==> src/rtl/ps2_scancode_rx.sv <==
// ps2_scancode_rx: PS/2 device-to-host frame receiver folding E0/F0 prefixes into flags on scan-code events
module ps2_scancode_rx #(
    parameter int TIMEOUT_CYCLES = 50000
) (
    input  logic       clk,
    input  logic       rst,
    input  logic       PS2_clk,
    input  logic       PS2_data,
    output logic [7:0] code,
    output logic       extended,
    output logic       released,
    output logic       code_valid,
    output logic       frame_err
);
    localparam int TW = $clog2(TIMEOUT_CYCLES + 1);
    localparam logic [TW-1:0] TMAX = TW'(TIMEOUT_CYCLES);

    typedef enum logic [1:0] {IDLE, DATA, PARITY, STOP} state_t;

    state_t        r_state, w_state_n;
    logic          r_clk_s1, r_clk_s2, r_clk_s3, r_dat_s1, r_dat_s2;
    logic [2:0]    r_bitcnt, w_bitcnt_n;
    logic [7:0]    r_shift, w_shift_n;
    logic          r_par, w_par_n;
    logic          r_ext, w_ext_n, r_brk, w_brk_n;
    logic [TW-1:0] r_tcnt, w_tcnt_n;
    logic [7:0]    r_code, w_code_n;
    logic          r_extended, w_extended_n, r_released, w_released_n;
    logic          r_valid, w_valid_n, r_err, w_err_n;
    logic          w_fall, w_good;

    assign w_fall     = r_clk_s3 & ~r_clk_s2;
    assign w_good     = r_dat_s2 & (^r_shift ^ r_par);
    assign code       = r_code;
    assign extended   = r_extended;
    assign released   = r_released;
    assign code_valid = r_valid;
    assign frame_err  = r_err;

    // Two-flop synchronisers on both pins plus a third clock flop for falling-edge detect
    always_ff @(posedge clk or negedge rst) begin
        if (!rst) begin
            {r_clk_s1, r_clk_s2, r_clk_s3} <= 3'b000;
            {r_dat_s1, r_dat_s2}           <= 2'b00;
        end else begin
            {r_clk_s1, r_clk_s2, r_clk_s3} <= {PS2_clk, r_clk_s1, r_clk_s2};
            {r_dat_s1, r_dat_s2}           <= {PS2_data, r_dat_s1};
        end
    end

    // State, datapath and registered outputs
    always_ff @(posedge clk or negedge rst) begin
        if (!rst) begin
            r_state    <= IDLE;
            r_bitcnt   <= '0;
            r_shift    <= '0;
            r_par      <= 1'b0;
            r_ext      <= 1'b0;
            r_brk      <= 1'b0;
            r_tcnt     <= '0;
            r_code     <= '0;
            r_extended <= 1'b0;
            r_released <= 1'b0;
            r_valid    <= 1'b0;
            r_err      <= 1'b0;
        end else begin
            r_state    <= w_state_n;
            r_bitcnt   <= w_bitcnt_n;
            r_shift    <= w_shift_n;
            r_par      <= w_par_n;
            r_ext      <= w_ext_n;
            r_brk      <= w_brk_n;
            r_tcnt     <= w_tcnt_n;
            r_code     <= w_code_n;
            r_extended <= w_extended_n;
            r_released <= w_released_n;
            r_valid    <= w_valid_n;
            r_err      <= w_err_n;
        end
    end

    // Next-state: deserialise on each falling edge, decode at the stop bit, abort stalled frames
    always_comb begin
        w_state_n    = r_state;
        w_bitcnt_n   = r_bitcnt;
        w_shift_n    = r_shift;
        w_par_n      = r_par;
        w_ext_n      = r_ext;
        w_brk_n      = r_brk;
        w_code_n     = r_code;
        w_extended_n = r_extended;
        w_released_n = r_released;
        w_valid_n    = 1'b0;
        w_err_n      = 1'b0;
        w_tcnt_n     = (w_fall || r_state == IDLE) ? '0 : (r_tcnt == TMAX ? r_tcnt : r_tcnt + 1'b1);
        case (r_state)
            IDLE: if (w_fall && !r_dat_s2) begin
                w_state_n  = DATA;
                w_bitcnt_n = '0;
            end
            DATA: if (w_fall) begin
                w_shift_n  = {r_dat_s2, r_shift[7:1]};
                w_bitcnt_n = r_bitcnt + 3'd1;
                w_state_n  = (r_bitcnt == 3'd7) ? PARITY : DATA;
            end
            PARITY: if (w_fall) begin
                w_par_n   = r_dat_s2;
                w_state_n = STOP;
            end
            default: if (w_fall) begin
                w_state_n = IDLE;
                if (!w_good) begin
                    w_err_n = 1'b1;
                    w_ext_n = 1'b0;
                    w_brk_n = 1'b0;
                end else if (r_shift == 8'hE0) begin
                    w_ext_n = 1'b1;
                end else if (r_shift == 8'hF0) begin
                    w_brk_n = 1'b1;
                end else begin
                    w_code_n     = r_shift;
                    w_extended_n = r_ext;
                    w_released_n = r_brk;
                    w_valid_n    = 1'b1;
                    w_ext_n      = 1'b0;
                    w_brk_n      = 1'b0;
                end
            end
        endcase
        if (r_state != IDLE && !w_fall && r_tcnt == TMAX) begin
            w_state_n = IDLE;
            w_err_n   = 1'b1;
            w_ext_n   = 1'b0;
            w_brk_n   = 1'b0;
        end
    end
endmodule

==> config.mk <==
export PLATFORM = sky130hd
export DESIGN_NAME = ps2_scancode_rx
export DESIGN_NICKNAME = d
export VERILOG_FILES = /design/src/rtl/ps2_scancode_rx.sv
export SDC_FILE = /design/constraint.sdc
export NUM_CORES = 1
export LEC_CHECK = 0
export ABC_AREA = 1
export CAP_MARGIN = 10
export CORE_UTILIZATION = 50
export DETAILED_ROUTE_END_ITERATION = 10
export DONT_BUFFER_PORTS = 1
export GPL_ROUTABILITY_DRIVEN = 0
export GPL_TIMING_DRIVEN = 0
export PLACE_DENSITY = 0.68
export SYNTH_ARGS = -nofsm -noshare
export SYNTH_HDL_FRONTEND = slang
export SYNTH_SLANG_ARGS = --single-unit
==> constraint.sdc <==
create_clock -name clk -period 1.55 [get_ports clk]
set_input_delay 0.465 -clock clk [delete_from_list [all_inputs] [get_ports clk]]
set_output_delay 0.465 -clock clk [all_outputs]
set_load 0.01 [all_outputs]
==> run metrics, run 1 <==
height of the die 73.0 um; Final Max Tran Viols 0; min Tclk post-route 1.68 ns; flops & latches, synth 49; Ant. Diodes 0; critical path, cell by cell ha_4 > inv_1 > nand3_1 > nand2_1 > nand2_1 > nand3_2 > inv_2 > nand2_4 > buf_6 > nand2_1 > o21ai_2; first-pass GRT wire length 8.86 mm; number of I/O port buffers 0; CP Capture Type register; Antenna Violating Nets Remaining 0; relative slew slack 0.654; Fin. Hold Viols 49; Hold Crit Class in2async; leakage power 1.47 nW; Least-Margin Pin Slew 0.516 ns; Max-Cap Viols 0; Routed WL 5.20 mm; DP Wirelength 3.24 mm; dpl cells 361; I/O pins 16; grt total ovfl 0; syn avg cell area 8.57 um2; Finished Core Util 0.653; count of final setup violators 10; Setup TNS -1.12 ns; Core ar. 4790 um2; Yosys top cell area share 0.487; Initial DRT Pass Iterations 4; Post-Syn Area 2520 um2; largest net degree at the start of global routing 50; reg-to-reg startpoint r_shift[7]$_DFFE_PN0P_; run status complete, but fails checks; share of layout cells above drive strength 1 0.335; final worst setup slack -0.127 ns; Bufs on Longest Clock Path 2; Mapped Cells 294; Crit path required time 1.76 ns; Via density 5.19; # fillers 394; Mapped Nets 307; Total GRT Usage 0.220; startpoint types register; CP Max Fanout 7; Initial Utilization 0.526; H-tree levels 2; Post-DP Area 2670 um2; failing checks negative hold slack, negative setup slack; Via Count 2033; VDD IR max 878 uV; drt drc 0; vias in the first global route 1942; final std cell area, no fill 3120 um2; TritonCTS Sinks 49; area of the multi-input gates 1280 um2; f_max 596 MHz; leading area contributor after synthesis dfrtp_1; Die W 73.0 um; Sequential cell area 1230 um2; Pwr Total 5.45 mW; Crit Path Category reg2reg; Reg2Reg Setup Slack -0.13 ns; Top cell by count, worst path nand2_1; Area growth syn-to-layout 24.0%; CTS tree done; Slowest-stage cell, CP dfrtp_1; max incr delay on CP 0.42 ns; clock skew 0.00756 ns; root buffer cell clkbuf_8; clock-pin slew on the worst setup and hold paths 0.09 ns; Nets 337; drt wl/cell 13.3 um; Detailed Route Iter0 Violations 131; WP data arrival 1.89 ns; Die ar. 5330 um2; Finished Layout Cells 392; CTS buffer count 5; Critical Path Start r_shift[7]$_DFFE_PN0P_; Clock Latency Late Sink 0.31 ns; top cells by area, synth dfrtp_1 (49%), nand2_1 (9.7%), inv_1 (6.7%), ha_1 (4.5%), o21ai_0 (4.4%); # rows 25; RSZ-0062 raised after global routing yes; Seq/Total Area, Yosys 0.487; power per cell area 1750 nW/um2; final hold slack -0.160 ns; Yosys cell types 28; antenna violations before repair 0; synth warn 0; Tcrit/Tclk final 1.08
final cells by class:
cell class | count | area share
sequential | 49 | 0.393
inverter | 48 | 0.0577
tap | 67 | 0.0268
multi-input combinational | 194 | 0.409
timing repair buffer | 23 | 0.0665
buffer | 3 | 0.00881
clock buffer | 7 | 0.0276
clock inverter | 1 | 0.00962
through the flow:
step	hold slack, ns	worst slack [ns]
3_3_place_gp	0.170	-0.130
4_1_cts	-0.166	-0.108
6_report	-0.160	-0.127
3_5_place_dp	0.171	-0.151
2_1_floorplan	0.169	-0.00128
5_1_grt	-0.178	-0.225
what timing repair did:
item	4_1_cts	5_1_grt
resized for setup	12	30
pin swaps	13	18
cloned	1	0
buffers inserted	19	3
endpoints found under the hold margin	49	49
endpoints found under the setup margin	16	32
registers in the layout, indices dropped and copies added, names as in the netlist:
register	flops
r_shift	8
r_state	2
code_valid	1
r_clk_s2	1
extended	1
r_tcnt	16
released	1
r_dat_s2	1
code	8
frame_err	1
r_dat_s1	1
r_ext	1
r_brk	1
r_clk_s3	1
r_par	1
r_clk_s1	1
r_bitcnt	3
routing by layer:
layer	GRT usage	share of wire	wire [um]
met4	0.0828	0.015	78
met2	0.343	0.48	2480
met3	0.0428	0.041	215
met1	0.307	0.47	2430
met5	0	0	0
cell usage after synthesis (all sizes together):
cell	n
a211oi	2
a21oi	10
buf	3
dfrtp	49
ha	9
inv	48
mux2i	1
nand2	69
nand3	21
nand3b	1
nand4	9
nor2	26
nor3	9
o21a	2
o21ai	33
xnor2	2
cells in the final DEF (no fill, tap or decap), types with 2 or more instances in the layout:
cell type	n
a211oi_1	2
xnor2_1	2
nand3_1	12
nand2_2	19
nor3_4	2
dfrtp_1	47
ha_1	3
nor3_1	7
clkbuf_8	6
nor2_4	5
buf_6	4
nand3_2	5
a21oi_1	9
nand4_1	9
o21a_1	2
nand2_4	3
nand2_1	47
o21ai_0	21
nand3_4	4
nor2_2	6
ha_4	5
o21ai_1	3
inv_1	34
dfrtp_2	2
o21ai_2	9
buf_4	19
inv_2	14
nor2_1	15
final timing paths:
kind | endpoint | cells after the start
max | code[1]$_DFFE_PN0P_ | 11
min | frame_err$_DFF_PN0_ | 0
max reg2reg | code[1]$_DFFE_PN0P_ | 11
min reg2reg | r_clk_s2$_DFF_PN0_ | 0
max in group asynchronous | r_tcnt[12]$_DFFE_PN0N_ | 0
min in group clk | r_dat_s1$_DFF_PN0_ | 0
critical path: cells and delay by family, from the launching register on:
kind / cells / cell delay (ns)
adders and majority gates: 1 / 0.30
and+or+nand+nor: 6 / 0.49
buffers and inverters: 3 / 0.32
AOI/OAI and AO/OA: 1 / 0.05
DFF: 1 / 0.42
power by group:
part           internal, mW  switching [mW]  total (mW)
registers              1.49           0.201        1.69
clock network         0.527           0.431       0.957
logic                  1.25            1.55        2.80
total                  3.27            2.18        5.45
cells by family (layout without fill, tap and decap cells):
family / count (synthesis) / count (layout) / synth area share
muxes: 1 / 1 / 0.00397
buffers and inverters: 51 / 82 / 0.0810
AOI/OAI and AO/OA: 47 / 47 / 0.111
xor gates and xnor gates: 2 / 2 / 0.00696
DFF: 49 / 49 / 0.487
adders and majority gates: 9 / 9 / 0.0447
and+or+nand+nor: 135 / 135 / 0.266
(Power assumes the default switching activity.)
==> run 2, diff against run 1 <==
--- a/config.mk
+++ b/config.mk
@@ -7,12 +7,12 @@
 export LEC_CHECK = 0
 export ABC_AREA = 1
 export CAP_MARGIN = 10
-export CORE_UTILIZATION = 50
+export CORE_UTILIZATION = 57
 export DETAILED_ROUTE_END_ITERATION = 10
 export DONT_BUFFER_PORTS = 1
 export GPL_ROUTABILITY_DRIVEN = 0
 export GPL_TIMING_DRIVEN = 0
-export PLACE_DENSITY = 0.68
+export PLACE_DENSITY = 0.75
 export SYNTH_ARGS = -nofsm -noshare
 export SYNTH_HDL_FRONTEND = slang
 export SYNTH_SLANG_ARGS = --single-unit
==> run 2 against run 1 <==
Effect of this change: the flow still finishes with violations (negative hold slack, negative setup slack); wire length fell by 3.4%; critical path type unchanged; sequential power barely moved; count of clock-buffer cells in the layout fell by 2; cell area fell by 0.56%.
==> run metrics, run 2 (synthesis gave the netlist of run 1 again) <==
critical path, cell by cell ha_4 > inv_1 > nand3_1 > nand3_1 > nand3_2 > inv_2 > nand2_4 > buf_6 > nand2_2 > o21ai_2; Reg2Reg Setup Slack -0.15 ns; Detailed Route Iter0 Violations 92; WP data arrival 1.91 ns; CTS buffer count 5; Initial DRT Pass Iterations 4; critical path buffer and inverter count 3; Crit Path Category reg2reg; Via density 5.39; Antenna Violating Nets Remaining 0; Sequential cell area 1230 um2; Routed WL 5.02 mm; power per cell area 1720 nW/um2; Core ar. 4120 um2; f_max 587 MHz; Slowest-stage cell, CP dfrtp_1; TritonCTS Sinks 49; Initial Utilization 0.612; height of the die 68.5 um; max incr delay on CP 0.43 ns; grt total ovfl 0; antenna violations before repair 0; VDD IR max 1170 uV; run status complete, but fails checks; CP delay by family, top simple AND/OR/NAND/NOR gates; Final Max Tran Viols 0; leakage power 1.45 nW; Ant. Diodes 0; Die W 68.5 um; CTS tree done; Via Count 1994; largest reg by FF count r_tcnt; relative slew slack 0.631; Fin. Hold Viols 49; Setup WS pre-CTS -0.162 ns; vias in the first global route 1824; drt wl/cell 13.6 um; Die ar. 4690 um2; final hold slack -0.159 ns; final worst setup slack -0.152 ns; DP Wirelength 3.20 mm; dpl cells 344; RSZ-0062 raised after global routing yes; most common cell after layout, fill and taps aside dfrtp_1; Setup TNS -1.43 ns; largest net degree at the start of global routing 50; Finished Layout Cells 370; Nets 332; Tcrit/Tclk final 1.10; share of layout cells above drive strength 1 0.347; Bufs on Longest Clock Path 2; Clock Latency Late Sink 0.31 ns; first-pass GRT wire length 7.89 mm; Total GRT Usage 0.232; Least-Margin Pin Slew 0.551 ns; Max-Cap Viols 0; stages on the worst setup path 10; drt drc 0; clock skew 0.00808 ns; most frequent cells in the layout dfrtp_1 (47), nand2_1 (45), inv_1 (31); Pwr Total 5.35 mW; # fillers 264; r2r worst-path depth 10; CP Capture Type register; area of the multi-input gates 1300 um2; CP Max Fanout 6; Area growth syn-to-layout 23.3%; H-tree levels 2; min Tclk post-route 1.70 ns; Hold Crit Class in2async; # rows 23; count of final setup violators 11; failing checks negative hold slack, negative setup slack; number of I/O port buffers 0; Top cell by count, worst path nand3_1; startpoint types register; I/O pins 16; root buffer cell clkbuf_8; clock-pin slew on the worst setup and hold paths 0.09 ns; max reg flops 16; Crit path required time 1.75 ns
==> run 2: worst reg2reg max path, delay by kind of cell (launching register included) <==
family | cells | cell delay [ns]
buf+inv | 3 | 0.36
simple gates | 5 | 0.50
flops | 1 | 0.43
compound gates | 1 | 0.05
fa+ha+maj | 1 | 0.27
==> run 2: layout make-up <==
class | instances | share of cell area
Buffer | 3 | 0.00886
Clock buffer | 5 | 0.0222
Clock inverter | 3 | 0.0222
Inverter | 48 | 0.0588
Multi-Input combinational cell | 194 | 0.420
Sequential cell | 49 | 0.396
Tap cell | 50 | 0.0201
Timing Repair Buffer | 18 | 0.0524
==> run 2: stage by stage <==
step,hold WS (ns),utilization,cell area [um2]
global route,-0.180,0.755,3110
CTS,-0.161,0.717,2950
finish,-0.159,0.755,3110
detailed placement,0.170,0.644,2650
global placement,0.170,0.644,2650
floorplan,0.169,-,2590
==> run 2: worst paths after layout <==
check | to | start
setup / recovery | code[5]$_DFFE_PN0P_ | r_shift[6]$_DFFE_PN0P_
hold / removal | code_valid$_DFF_PN0_ | rst
setup reg to reg | code[5]$_DFFE_PN0P_ | r_shift[6]$_DFFE_PN0P_
hold reg to reg | r_dat_s2$_DFF_PN0_ | r_dat_s1$_DFF_PN0_
max in group asynchronous | r_tcnt[2]$_DFFE_PN0N_ | rst
min in group clk | r_dat_s1$_DFF_PN0_ | PS2_data
==> run 2: repair_timing <==
| item | 4_1_cts | 5_1_grt |
|---|---|---|
| cloned | 1 | 0 |
| pin swaps | 3 | 14 |
| setup endpoints to repair | 15 | 33 |
| buffers inserted | 12 | 6 |
| hold endpoints to repair | 49 | 49 |
| gates resized for setup | 13 | 35 |
==> run 2: power breakdown <==
part	internal, mW	switching, mW
clock network	0.649	0.434
registers	1.50	0.220
logic	1.08	1.47
total	3.23	2.12
==> run 2: per-layer routing <==
| metal | global-route usage | vias to the layer above | routed length (um) |
|---|---|---|---|
| li1 | - | 999 | - |
| met1 | 0.326 | 947 | 2390 |
| met2 | 0.352 | 40 | 2330 |
| met3 | 0.0517 | 8 | 223 |
| met4 | 0.0755 | 0 | 77 |
| met5 | 0 | - | 0 |
==> run 3, diff against run 2 <==
--- a/config.mk
+++ b/config.mk
@@ -12,7 +12,7 @@
 export DONT_BUFFER_PORTS = 1
 export GPL_ROUTABILITY_DRIVEN = 0
 export GPL_TIMING_DRIVEN = 0
-export PLACE_DENSITY = 0.75
+export PLACE_DENSITY = 0.81
 export SYNTH_ARGS = -nofsm -noshare
 export SYNTH_HDL_FRONTEND = slang
 export SYNTH_SLANG_ARGS = --single-unit
==> run 3 against run 2 <==
Effect of this change: the flow still finishes with violations (negative hold slack, negative setup slack); global-route usage fell by 0.33 points; register-to-register slack got worse by 0.07 ns; fmax fell by 4.1%; cell count rose by 0.81%; total power fell by 6.0%; clock skew rose by 0.0032 ns; sequential power barely moved; first-iteration DRC count rose by 120%; critical path type unchanged; critical endpoint is now code[1]$_DFFE_PN0P_.
==> run metrics, run 3 (synthesis gave the netlist of run 1 again) <==
leakage power 1.47 nW; count of final setup violators 14; Initial DRT Pass Iterations 5; min Tclk post-route 1.78 ns; Ant. Diodes 0; CP Capture Type register; Least-Margin Pin Slew 0.472 ns; Finished Layout Cells 373; Hold Crit Class in2async; power per cell area 1620 nW/um2; height of the die 68.5 um; failing checks negative hold slack, negative setup slack; Die ar. 4690 um2; Nets 335; final hold slack -0.166 ns; Final Max Tran Viols 0; Routed WL 5.84 mm; most frequent cells in the layout nand2_1 (48), dfrtp_1 (48), inv_1 (32); Core ar. 4120 um2; CTS tree done; Clock Latency Late Sink 0.31 ns; reg-to-reg startpoint r_shift[4]$_DFFE_PN0P_; startpoint types register; DP Wirelength 3.19 mm; Post-DP Area 2650 um2; final std cell area, no fill 3100 um2; drt wl/cell 15.7 um; Setup WS pre-CTS -0.182 ns; CP Max Fanout 7; Detailed Route Iter0 Violations 200; H-tree levels 2; run status complete, but fails checks; Critical Path Start r_shift[4]$_DFFE_PN0P_; CTS buffer count 5; Die W 68.5 um; VDD IR max 963 uV; first-pass GRT wire length 7.74 mm; Tcrit/Tclk final 1.15; Crit path required time 1.79 ns; # rows 23; f_max 563 MHz; drt drc 0; vias in the first global route 1742; clock skew 0.0113 ns; WP data arrival 2.02 ns; max reg flops 16; Max-Cap Viols 0; Initial Utilization 0.612; I/O pins 16; Via density 5.78; Total GRT Usage 0.228; TritonCTS Sinks 49; r2r worst-path depth 10; grt total ovfl 0; Fin. Hold Viols 49; final worst setup slack -0.225 ns; Bufs on Longest Clock Path 2; relative slew slack 0.684; Via Count 2155; largest net degree at the start of global routing 50; number of I/O port buffers 0; RSZ-0062 raised after global routing yes; Crit Path Category reg2reg; Area growth syn-to-layout 23.1%; Pwr Total 5.03 mW; clock-pin slew on the worst setup and hold paths 0.10 ns; largest reg by FF count r_tcnt; share of layout cells above drive strength 1 0.344; dpl cells 344; antenna violations before repair 0; Antenna Violating Nets Remaining 0; root buffer cell clkbuf_8
-- run 3: area by class of cell --
| type | count | area, um2 |
|---|---|---|
| Sequential cell | 49 | 1230 |
| Multi-Input combinational cell | 194 | 1320 |
| Inverter | 48 | 180 |
| Clock buffer | 5 | 68.8 |
| Buffer | 3 | 32.5 |
| Tap cell | 50 | 62.6 |
| Clock inverter | 3 | 21.3 |
| Timing Repair Buffer | 21 | 190 |
| Fill cell | 246 | 1010 |
-- run 3: timing repair --
item,4_1_cts,5_1_grt
endpoints found under the hold margin,49,49
setup buffers,7,13
pin swaps,3,17
gates cloned,0,1
endpoints found under the setup margin,17,27
gates resized for setup,8,40
-- run 3: report_power, final --
group / leakage, nW / internal (mW) / switching (mW)
registers: 0.658 / 1.49 / 0.217
logic: 0.764 / 1.04 / 1.51
clock network: 0.0445 / 0.321 / 0.453
total: 1.47 / 2.85 / 2.18
-- run 3: through the flow --
step,hold slack [ns],utilization,setup TNS [ns]
after floorplan,0.169,-,-0.00128
after global placement,0.171,0.644,-1.06
after detailed placement,0.171,0.644,-1.72
after CTS,-0.167,0.687,-1.49
after global routing,-0.179,0.753,-3.82
final,-0.166,0.753,-2.02
-- run 3: critical path, cell delays in order, from the launching register on --
cell	delay (ns)
dfrtp_1	0.43
inv_2	0.11
ha_4	0.22
xnor2_2	0.17
inv_1	0.08
nand2_1	0.08
nand3_2	0.08
inv_2	0.10
nand2_4	0.10
clkbuf_16	0.18
o21ai_2	0.13
-- run 3: worst paths after layout --
check | to | slack, ns
max | code[1]$_DFFE_PN0P_ | -0.23
min | r_tcnt[9]$_DFFE_PN0N_ | -0.17
max reg2reg | code[1]$_DFFE_PN0P_ | -0.23
min reg2reg | r_dat_s2$_DFF_PN0_ | 0.36
max in group asynchronous | r_tcnt[11]$_DFFE_PN0N_ | 1.60
min in group clk | r_dat_s1$_DFF_PN0_ | 0.18
-- run 3: metal layers --
layer  GRT usage  share of wire  vias to the layer above
met3      0.0567          0.061                       26
met5           0              0                        -
met1       0.313           0.42                     1019
met2       0.348           0.48                       91
met4      0.0833          0.032                        0
li1            -              -                     1019
